$ cat config.mk
export PLATFORM = sky130hd
export DESIGN_NAME = lbp_hist
export DESIGN_NICKNAME = d
export VERILOG_FILES = /design/src/rtl/lbp_pkg.sv /design/src/rtl/lbp_hist_ram.sv /design/src/rtl/lbp_hist.sv
export SDC_FILE = /design/constraint.sdc
export NUM_CORES = 2
export LEC_CHECK = 0
export CAP_MARGIN = 20
export CORE_MARGIN = 1
export CORE_UTILIZATION = 25
export CTS_CLUSTER_DIAMETER = 100
export DETAILED_ROUTE_END_ITERATION = 6
export DONT_BUFFER_PORTS = 1
export PLACE_DENSITY = 0.47
export REMOVE_ABC_BUFFERS = 1
export SETUP_SLACK_MARGIN = 0.4
export SLEW_MARGIN = 10
export SYNTH_ARGS = -nofsm -noshare
export SYNTH_HDL_FRONTEND = slang
export SYNTH_SLANG_ARGS = --single-unit
export TNS_END_PERCENT = 50
$ cat constraint.sdc
create_clock -name clk -period 12.6 [get_ports clk]
set_input_delay 1.26 -clock clk [delete_from_list [all_inputs] [get_ports clk]]
set_output_delay 1.26 -clock clk [all_outputs]
set_load 0.1 [all_outputs]
$ cat src/rtl/lbp_pkg.sv
// Shared LBP definitions: code/counter widths, bin count and the
// histogram controller state encoding.
package lbp_pkg;

    localparam int LBP_BIN_W = 8;
    localparam int LBP_CNT_W = 14;
    localparam int LBP_NBINS = 256;

    typedef enum logic [2:0] {
        CLEAR   = 3'd0,
        ACCUM   = 3'd1,
        DRAIN   = 3'd2,
        READOUT = 3'd3,
        DONE    = 3'd4
    } lbp_state_e;

endpackage

$ cat src/rtl/lbp_hist_ram.sv
// Histogram bin storage: one write port, one synchronous read port.
// A read that collides with a write to the same address returns the old
// contents. No reset; the owner clears the array explicitly.
module lbp_hist_ram #(
    parameter int ADDR_W = 8,
    parameter int DATA_W = 14
) (
    input  logic              clk,
    input  logic              wr_en_i,
    input  logic [ADDR_W-1:0] wr_addr_i,
    input  logic [DATA_W-1:0] wr_data_i,
    input  logic              rd_en_i,
    input  logic [ADDR_W-1:0] rd_addr_i,
    output logic [DATA_W-1:0] rd_data_o
);

    logic [DATA_W-1:0] mem_q [2**ADDR_W];
    logic [DATA_W-1:0] rd_data_q;

    // Write port and registered read port; non-blocking update gives read-old-data.
    always_ff @(posedge clk) begin
        if (wr_en_i) begin
            mem_q[wr_addr_i] <= wr_data_i;
        end
        if (rd_en_i) begin
            rd_data_q <= mem_q[rd_addr_i];
        end
    end

    assign rd_data_o = rd_data_q;

endmodule

$ cat src/rtl/lbp_hist.sv
// LBP code histogram: clears 2**BIN_W bins, accumulates one code per cycle
// through a forwarded read-modify-write pipeline, then streams the bins out.
//
// Readout handshake: hist_bin/hist_count are meaningful only while
// hist_valid is high; a bin transfers on a cycle where hist_valid and
// hist_ready are both high; while hist_valid is high and hist_ready is low
// the presented bin and count hold stable, and hist_valid only drops after
// a transfer (or on reset).
module lbp_hist
    import lbp_pkg::*;
#(
    parameter int BIN_W = LBP_BIN_W,
    parameter int CNT_W = LBP_CNT_W
) (
    input  logic             clk,
    input  logic             reset,
    input  logic             lbp_valid,
    input  logic [BIN_W-1:0] lbp_data,
    input  logic [13:0]      lbp_addr,
    input  logic             finish,
    output logic             busy,
    output logic             drop_err,
    output logic             sat_err,
    output logic             hist_valid,
    input  logic             hist_ready,
    output logic [BIN_W-1:0] hist_bin,
    output logic [CNT_W-1:0] hist_count,
    output logic [CNT_W-1:0] pix_total,
    output logic             hist_done,
    output lbp_state_e       dbg_state
);

    localparam logic [CNT_W-1:0] CNT_MAX  = '1;
    localparam logic [BIN_W-1:0] BIN_LAST = '1;

    lbp_state_e       state_q, state_d;
    logic [BIN_W-1:0] clr_idx_q, clr_idx_d;
    logic             drain_q, drain_d;

    // Accumulate pipeline
    logic             s1_valid_q;
    logic [BIN_W-1:0] s1_bin_q;
    logic             fwd_valid_q;
    logic [BIN_W-1:0] fwd_addr_q;
    logic [CNT_W-1:0] fwd_data_q;
    logic [CNT_W-1:0] pix_total_q;
    logic             drop_err_q;
    logic             sat_err_q;

    // Readout prefetch and output hold
    logic [BIN_W:0]   rd_idx_q;
    logic             pend_q;
    logic [BIN_W-1:0] pend_bin_q;
    logic             hist_valid_q;
    logic [BIN_W-1:0] hist_bin_q;
    logic [CNT_W-1:0] hist_count_q;

    // RAM port signals
    logic             ram_wr_en;
    logic [BIN_W-1:0] ram_wr_addr;
    logic [CNT_W-1:0] ram_wr_data;
    logic             ram_rd_en;
    logic [BIN_W-1:0] ram_rd_addr;
    logic [CNT_W-1:0] ram_rd_data;

    logic             accept;
    logic             drop;
    logic [CNT_W-1:0] old_cnt;
    logic             at_max;
    logic [CNT_W-1:0] new_cnt;
    logic             hs;
    logic             load_out;
    logic             issue_rd;

    // The pixel address is carried alongside the code but plays no part in binning.
    logic             addr_unused;
    assign addr_unused = ^lbp_addr;

    assign accept = lbp_valid && (state_q == ACCUM);
    assign drop   = lbp_valid && (state_q != ACCUM);

    // The RAM returned stale data if last cycle's write hit the same bin.
    assign old_cnt = (fwd_valid_q && (fwd_addr_q == s1_bin_q)) ? fwd_data_q : ram_rd_data;
    assign at_max  = (old_cnt == CNT_MAX);
    assign new_cnt = at_max ? old_cnt : old_cnt + CNT_W'(1);

    assign hs       = hist_valid_q && hist_ready;
    assign load_out = pend_q && (!hist_valid_q || hs);
    assign issue_rd = (state_q == READOUT) && !rd_idx_q[BIN_W] && (!pend_q || load_out);

    // RAM port muxing: CLEAR owns the write port, otherwise the S1 stage does.
    always_comb begin
        ram_wr_en   = s1_valid_q;
        ram_wr_addr = s1_bin_q;
        ram_wr_data = new_cnt;
        if (state_q == CLEAR) begin
            ram_wr_en   = 1'b1;
            ram_wr_addr = clr_idx_q;
            ram_wr_data = '0;
        end
        ram_rd_en   = accept || issue_rd;
        ram_rd_addr = accept ? lbp_data : rd_idx_q[BIN_W-1:0];
    end

    lbp_hist_ram #(
        .ADDR_W (BIN_W),
        .DATA_W (CNT_W)
    ) u_ram (
        .clk       (clk),
        .wr_en_i   (ram_wr_en),
        .wr_addr_i (ram_wr_addr),
        .wr_data_i (ram_wr_data),
        .rd_en_i   (ram_rd_en),
        .rd_addr_i (ram_rd_addr),
        .rd_data_o (ram_rd_data)
    );

    // Next-state logic for the frame controller.
    always_comb begin
        state_d   = state_q;
        clr_idx_d = clr_idx_q;
        drain_d   = drain_q;
        case (state_q)
            CLEAR: begin
                clr_idx_d = clr_idx_q + BIN_W'(1);
                if (clr_idx_q == BIN_LAST) begin
                    state_d = ACCUM;
                end
            end
            ACCUM: begin
                if (finish) begin
                    state_d = DRAIN;
                    drain_d = 1'b0;
                end
            end
            DRAIN: begin
                drain_d = 1'b1;
                if (drain_q) begin
                    state_d = READOUT;
                end
            end
            READOUT: begin
                if (hs && (hist_bin_q == BIN_LAST)) begin
                    state_d = DONE;
                end
            end
            DONE: begin
                state_d = DONE;
            end
            default: begin
                state_d = CLEAR;
            end
        endcase
    end

    // Controller state registers.
    always_ff @(posedge clk) begin
        if (reset) begin
            state_q   <= CLEAR;
            clr_idx_q <= '0;
            drain_q   <= 1'b0;
        end else begin
            state_q   <= state_d;
            clr_idx_q <= clr_idx_d;
            drain_q   <= drain_d;
        end
    end

    // Accumulate pipeline, forwarding register, totals and sticky errors.
    always_ff @(posedge clk) begin
        if (reset) begin
            s1_valid_q  <= 1'b0;
            s1_bin_q    <= '0;
            fwd_valid_q <= 1'b0;
            fwd_addr_q  <= '0;
            fwd_data_q  <= '0;
            pix_total_q <= '0;
            drop_err_q  <= 1'b0;
            sat_err_q   <= 1'b0;
        end else begin
            s1_valid_q  <= accept;
            s1_bin_q    <= lbp_data;
            fwd_valid_q <= s1_valid_q;
            fwd_addr_q  <= s1_bin_q;
            fwd_data_q  <= new_cnt;
            if (accept && (pix_total_q != CNT_MAX)) begin
                pix_total_q <= pix_total_q + CNT_W'(1);
            end
            if (drop) begin
                drop_err_q <= 1'b1;
            end
            if (s1_valid_q && at_max) begin
                sat_err_q <= 1'b1;
            end
        end
    end

    // Readout: issue reads ahead while the output register can take the data.
    always_ff @(posedge clk) begin
        if (reset) begin
            rd_idx_q     <= '0;
            pend_q       <= 1'b0;
            pend_bin_q   <= '0;
            hist_valid_q <= 1'b0;
            hist_bin_q   <= '0;
            hist_count_q <= '0;
        end else begin
            if (issue_rd) begin
                rd_idx_q   <= rd_idx_q + (BIN_W+1)'(1);
                pend_bin_q <= rd_idx_q[BIN_W-1:0];
                pend_q     <= 1'b1;
            end else if (load_out) begin
                pend_q     <= 1'b0;
            end
            if (load_out) begin
                hist_valid_q <= 1'b1;
                hist_bin_q   <= pend_bin_q;
                hist_count_q <= ram_rd_data;
            end else if (hs) begin
                hist_valid_q <= 1'b0;
            end
        end
    end

    // busy is masked while reset is held so every output reads 0 in reset.
    assign busy       = ((state_q == CLEAR) || (state_q == DRAIN) || (state_q == READOUT)) && !reset;
    assign hist_done  = (state_q == DONE);
    assign drop_err   = drop_err_q;
    assign sat_err    = sat_err_q;
    assign pix_total  = pix_total_q;
    assign hist_valid = hist_valid_q;
    assign hist_bin   = hist_bin_q;
    assign hist_count = hist_count_q;
    assign dbg_state  = state_q;

endmodule

==> impl_metrics.tcl <==
set metrics [dict create \
    firstDrtPassIters 7 \
    timing.fmax_mhz 150 \
    critPathMaxStageDelay_ns 0.73 \
    worstPathBufferInverterCount 5 \
    timing.final.hold_violations 0 \
    postSynthAreaPerCell_sq_um 15.0 \
    seq_area_frac_synth_pct 75.5 \
    yosys-top-cells-area "sky130_fd_sc_hd__edfxtp_1, sky130_fd_sc_hd__nand2_1, sky130_fd_sc_hd__mux2i_1" \
    synth.largest_area_cell "sky130_fd_sc_hd__edfxtp_1" \
    cp_data_arrival_time_ns 7.48 \
    synthesis.instances 9707 \
    wirelength_um 503000 \
    synthesis.area_sq_mm 0.146 \
    global_route.usage.met3_pct 2.94 \
    cap_violations 0 \
    drtIter0Drc 10600 \
    initial_utilization_pct 25.1 \
    ctsRootBufferMaster "sky130_fd_sc_hd__clkbuf_16" \
    timing.critical_path.required_ns 13.42 \
    wl_per_cell_um 27.8 \
    die_w_um 766 \
    port-buffer-count 0 \
    route.vias.total 88400 \
    final_net_count 10000 \
    timing.slew.headroom_pct 9.31 \
    yosysMostFrequentCell "sky130_fd_sc_hd__edfxtp_1" \
    number_of_global_route_vias_before_repair 83700 \
    min_path_type "in -> reg" \
    cts_setup_buffers 0 \
    post-synth-top-area-fraction_pct 74.1 \
    worstMarginPinSlew_ns 1.36 \
    timing_max_transition_violations_final 0 \
    layout-drive-gt1-share_pct 12.8 \
    fp_rows 280 \
    groute.usage.overall_pct 16.5 \
    setup_repair_after_global_routing_missed_its_margin "no" \
    use_met2_pct 25.5 \
    timing.critical_path.to_type "flip-flop" \
    path_class "reg -> reg" \
    worst_path_dominant_cell_family "buffers and inverters" \
    hold_slack_ns 0.334 \
    detailedPlacementHpwl_um 293000 \
    die-height_um 766 \
    post-route-min-period_ns 6.66 \
    cts.hold.buffers_added 0 \
    crit_path_cell_trace "buf_4, nor4bb_4, buf_4, mux2i_4, buf_4, buf_12, buf_4, mux2i_1, o221ai_1, a211oi_1, a2111o_1, a2111oi_2, nand4_1, nor4_2" \
    core_area_sq_mm 0.581 \
    clk_pin_slew_ns 0.06 \
    die_area_sq_mm 0.586 \
    globalRouteMet1Util_pct 23.7 \
    ys_seq_elements 3699 \
    grt_max_degree 200 \
    critical_path.slowest_cell "sky130_fd_sc_hd__buf_4" \
    clock_tree.buffer_depth 4 \
    syn_to_final_growth_pct 16.2 \
    synthArstFlopShare_pct 0 \
    critical-path-top-cell-by-count "sky130_fd_sc_hd__buf_4" \
    static_leak_uw 0.0523 \
    clk_latency_ns 1.01 \
    vias_per_std_cell 4.90 \
    power_density_mw_per_mm2 146 \
    final_min_period_over_clock_period_pct 52.9 \
    post_detailed_route_drc_marker_count 0 \
    critical_path_peak_fanout 84 \
    p_total_uw 24800 \
    ys_types 89 \
    run_status "finished clean" \
    setup_violations 0 \
    synth-main-ff-cell "sky130_fd_sc_hd__edfxtp_1" \
    synth.cells.most_frequent "sky130_fd_sc_hd__edfxtp_1, sky130_fd_sc_hd__nand2_1, sky130_fd_sc_hd__mux2i_1, sky130_fd_sc_hd__a21oi_1, sky130_fd_sc_hd__nand3_1" \
    grt_first_pass_wirelength_um 692000 \
    worst_clock_skew_ns 0.0563 \
    grt_most_used_layer "met2" \
    yosysWarnings 0 \
    numClockSinks 3699 \
    cts_tree "built" \
    gp_congestion 0.829 \
    ctsResizeCount 0 \
    num_ports 71 \
    htreeDepth 5 \
    antenna_found_initial 37 \
    synth-edff-count 3598 \
    tritoncts.num_buffers 374 \
    crit_path_start_kind "flip-flop" \
    worst_ir_drop_vdd_uv 106 \
    ant_nets 0 \
    gr-total-overflow 0 \
]
final timing paths:
kind	endpoint	cells past startpoint	slack [ns]	from
hold / removal	pix_total[5]	1	0.33	reset
setup reg to reg	u_ram.rd_data_o[9]	14	5.94	dbg_state[1]
hold reg to reg	hist_bin[7]	2	0.46	pend_bin_q[7]
setup / recovery	u_ram.rd_data_o[9]	14	5.94	dbg_state[1]
layer usage:
| layer | part of all wire [%] | vias up |
|---|---|---|
| li1 | - | 37900 |
| met1 | 44 | 46400 |
| met2 | 45 | 3506 |
| met3 | 8.0 | 627 |
| met4 | 3.1 | 8 |
| met5 | 0.0095 | - |
power by group:
part | switching (uW) | internal [uW]
Clock | 4970 | 6140
Sequential | 12.7 | 13400
Combinational | 231 | 64.7
sequential cells by signal (all words and copies together), names as in the netlist, 3 cells and up:
name             count
u_ram.rd_data_o     14
hist_bin             8
pix_total           14
u_ram.mem_q       3584
rd_idx_q             9
s1_bin_q             8
pend_bin_q           8
dbg_state            3
fwd_data_q          14
clr_idx_q            8
fwd_addr_q           8
hist_count          14
kinds of logic (layout without fill, tap and decap cells):
group | Yosys count | in the layout | synth area share (%)
compound gates | 1566 | 1566 | 6.96
xor+xnor | 42 | 42 | 0.252
fa+ha+maj | 4 | 4 | 0.0343
buf+inv | 633 | 1216 | 2.25
flops | 3699 | 3699 | 75.5
mux | 757 | 757 | 6.18
other cells | 0 | 16 | 0
simple gates | 3006 | 3006 | 8.82
cell usage in the layout, fill, tap and decap left out, types with 20 or more instances in the layout:
cell and count:
sky130_fd_sc_hd__edfxtp_1 3598, sky130_fd_sc_hd__nand2_1 1809, sky130_fd_sc_hd__a21oi_1 615, sky130_fd_sc_hd__mux2i_1 612, sky130_fd_sc_hd__buf_4 493, sky130_fd_sc_hd__nand3_1 385
sky130_fd_sc_hd__clkbuf_16 376, sky130_fd_sc_hd__nor2_1 352, sky130_fd_sc_hd__o21ai_0 161, sky130_fd_sc_hd__o22ai_1 151, sky130_fd_sc_hd__o221ai_1 142, sky130_fd_sc_hd__mux4_2 110
sky130_fd_sc_hd__dfxtp_1 93, sky130_fd_sc_hd__nor4_1 82, sky130_fd_sc_hd__nor3_1 82, sky130_fd_sc_hd__clkinv_2 82, sky130_fd_sc_hd__a31oi_1 81, sky130_fd_sc_hd__clkinv_1 77
sky130_fd_sc_hd__a221oi_1 72, sky130_fd_sc_hd__clkbuf_1 71, sky130_fd_sc_hd__and3_1 68, sky130_fd_sc_hd__nand4_1 50, sky130_fd_sc_hd__a2111oi_0 46, sky130_fd_sc_hd__a221o_1 41
sky130_fd_sc_hd__a211oi_1 40, sky130_fd_sc_hd__a311oi_1 32, sky130_fd_sc_hd__buf_12 30, sky130_fd_sc_hd__a22oi_1 29, sky130_fd_sc_hd__bufinv_16 29, sky130_fd_sc_hd__nor2b_1 27
sky130_fd_sc_hd__xor2_1 22, sky130_fd_sc_hd__a32oi_1 21, sky130_fd_sc_hd__or3_1 20, sky130_fd_sc_hd__xnor2_1 20
cell type report:
class | instances | area [sq um]
Clock buffer | 451 | 9720
Sequential cell | 3699 | 110000
Clock inverter | 229 | 2350
Fill cell | 58200 | 412000
Timing Repair Buffer | 529 | 4380
Inverter | 7 | 26.3
Tap cell | 7755 | 9700
Multi-Input combinational cell | 5375 | 33100
Antenna cell | 16 | 40.0
per-stage QoR:
step / setup WS, ns / utilization [%] / instances / cell area, sq um / setup TNS [ns]
global route: 5.79 / 29.1 / 18000 / 169000 / 0
global placement: 5.44 / 27.1 / 17400 / 157000 / 0
detailed placement: 5.38 / 27.1 / 17400 / 157000 / 0
floorplan: -24.82 / - / 9081 / 143000 / -342.20
CTS: 6.00 / 29.1 / 18000 / 169000 / 0
finish: 5.94 / 29.1 / 18100 / 169000 / 0
Note: power is estimated with default switching activity, not from simulation.
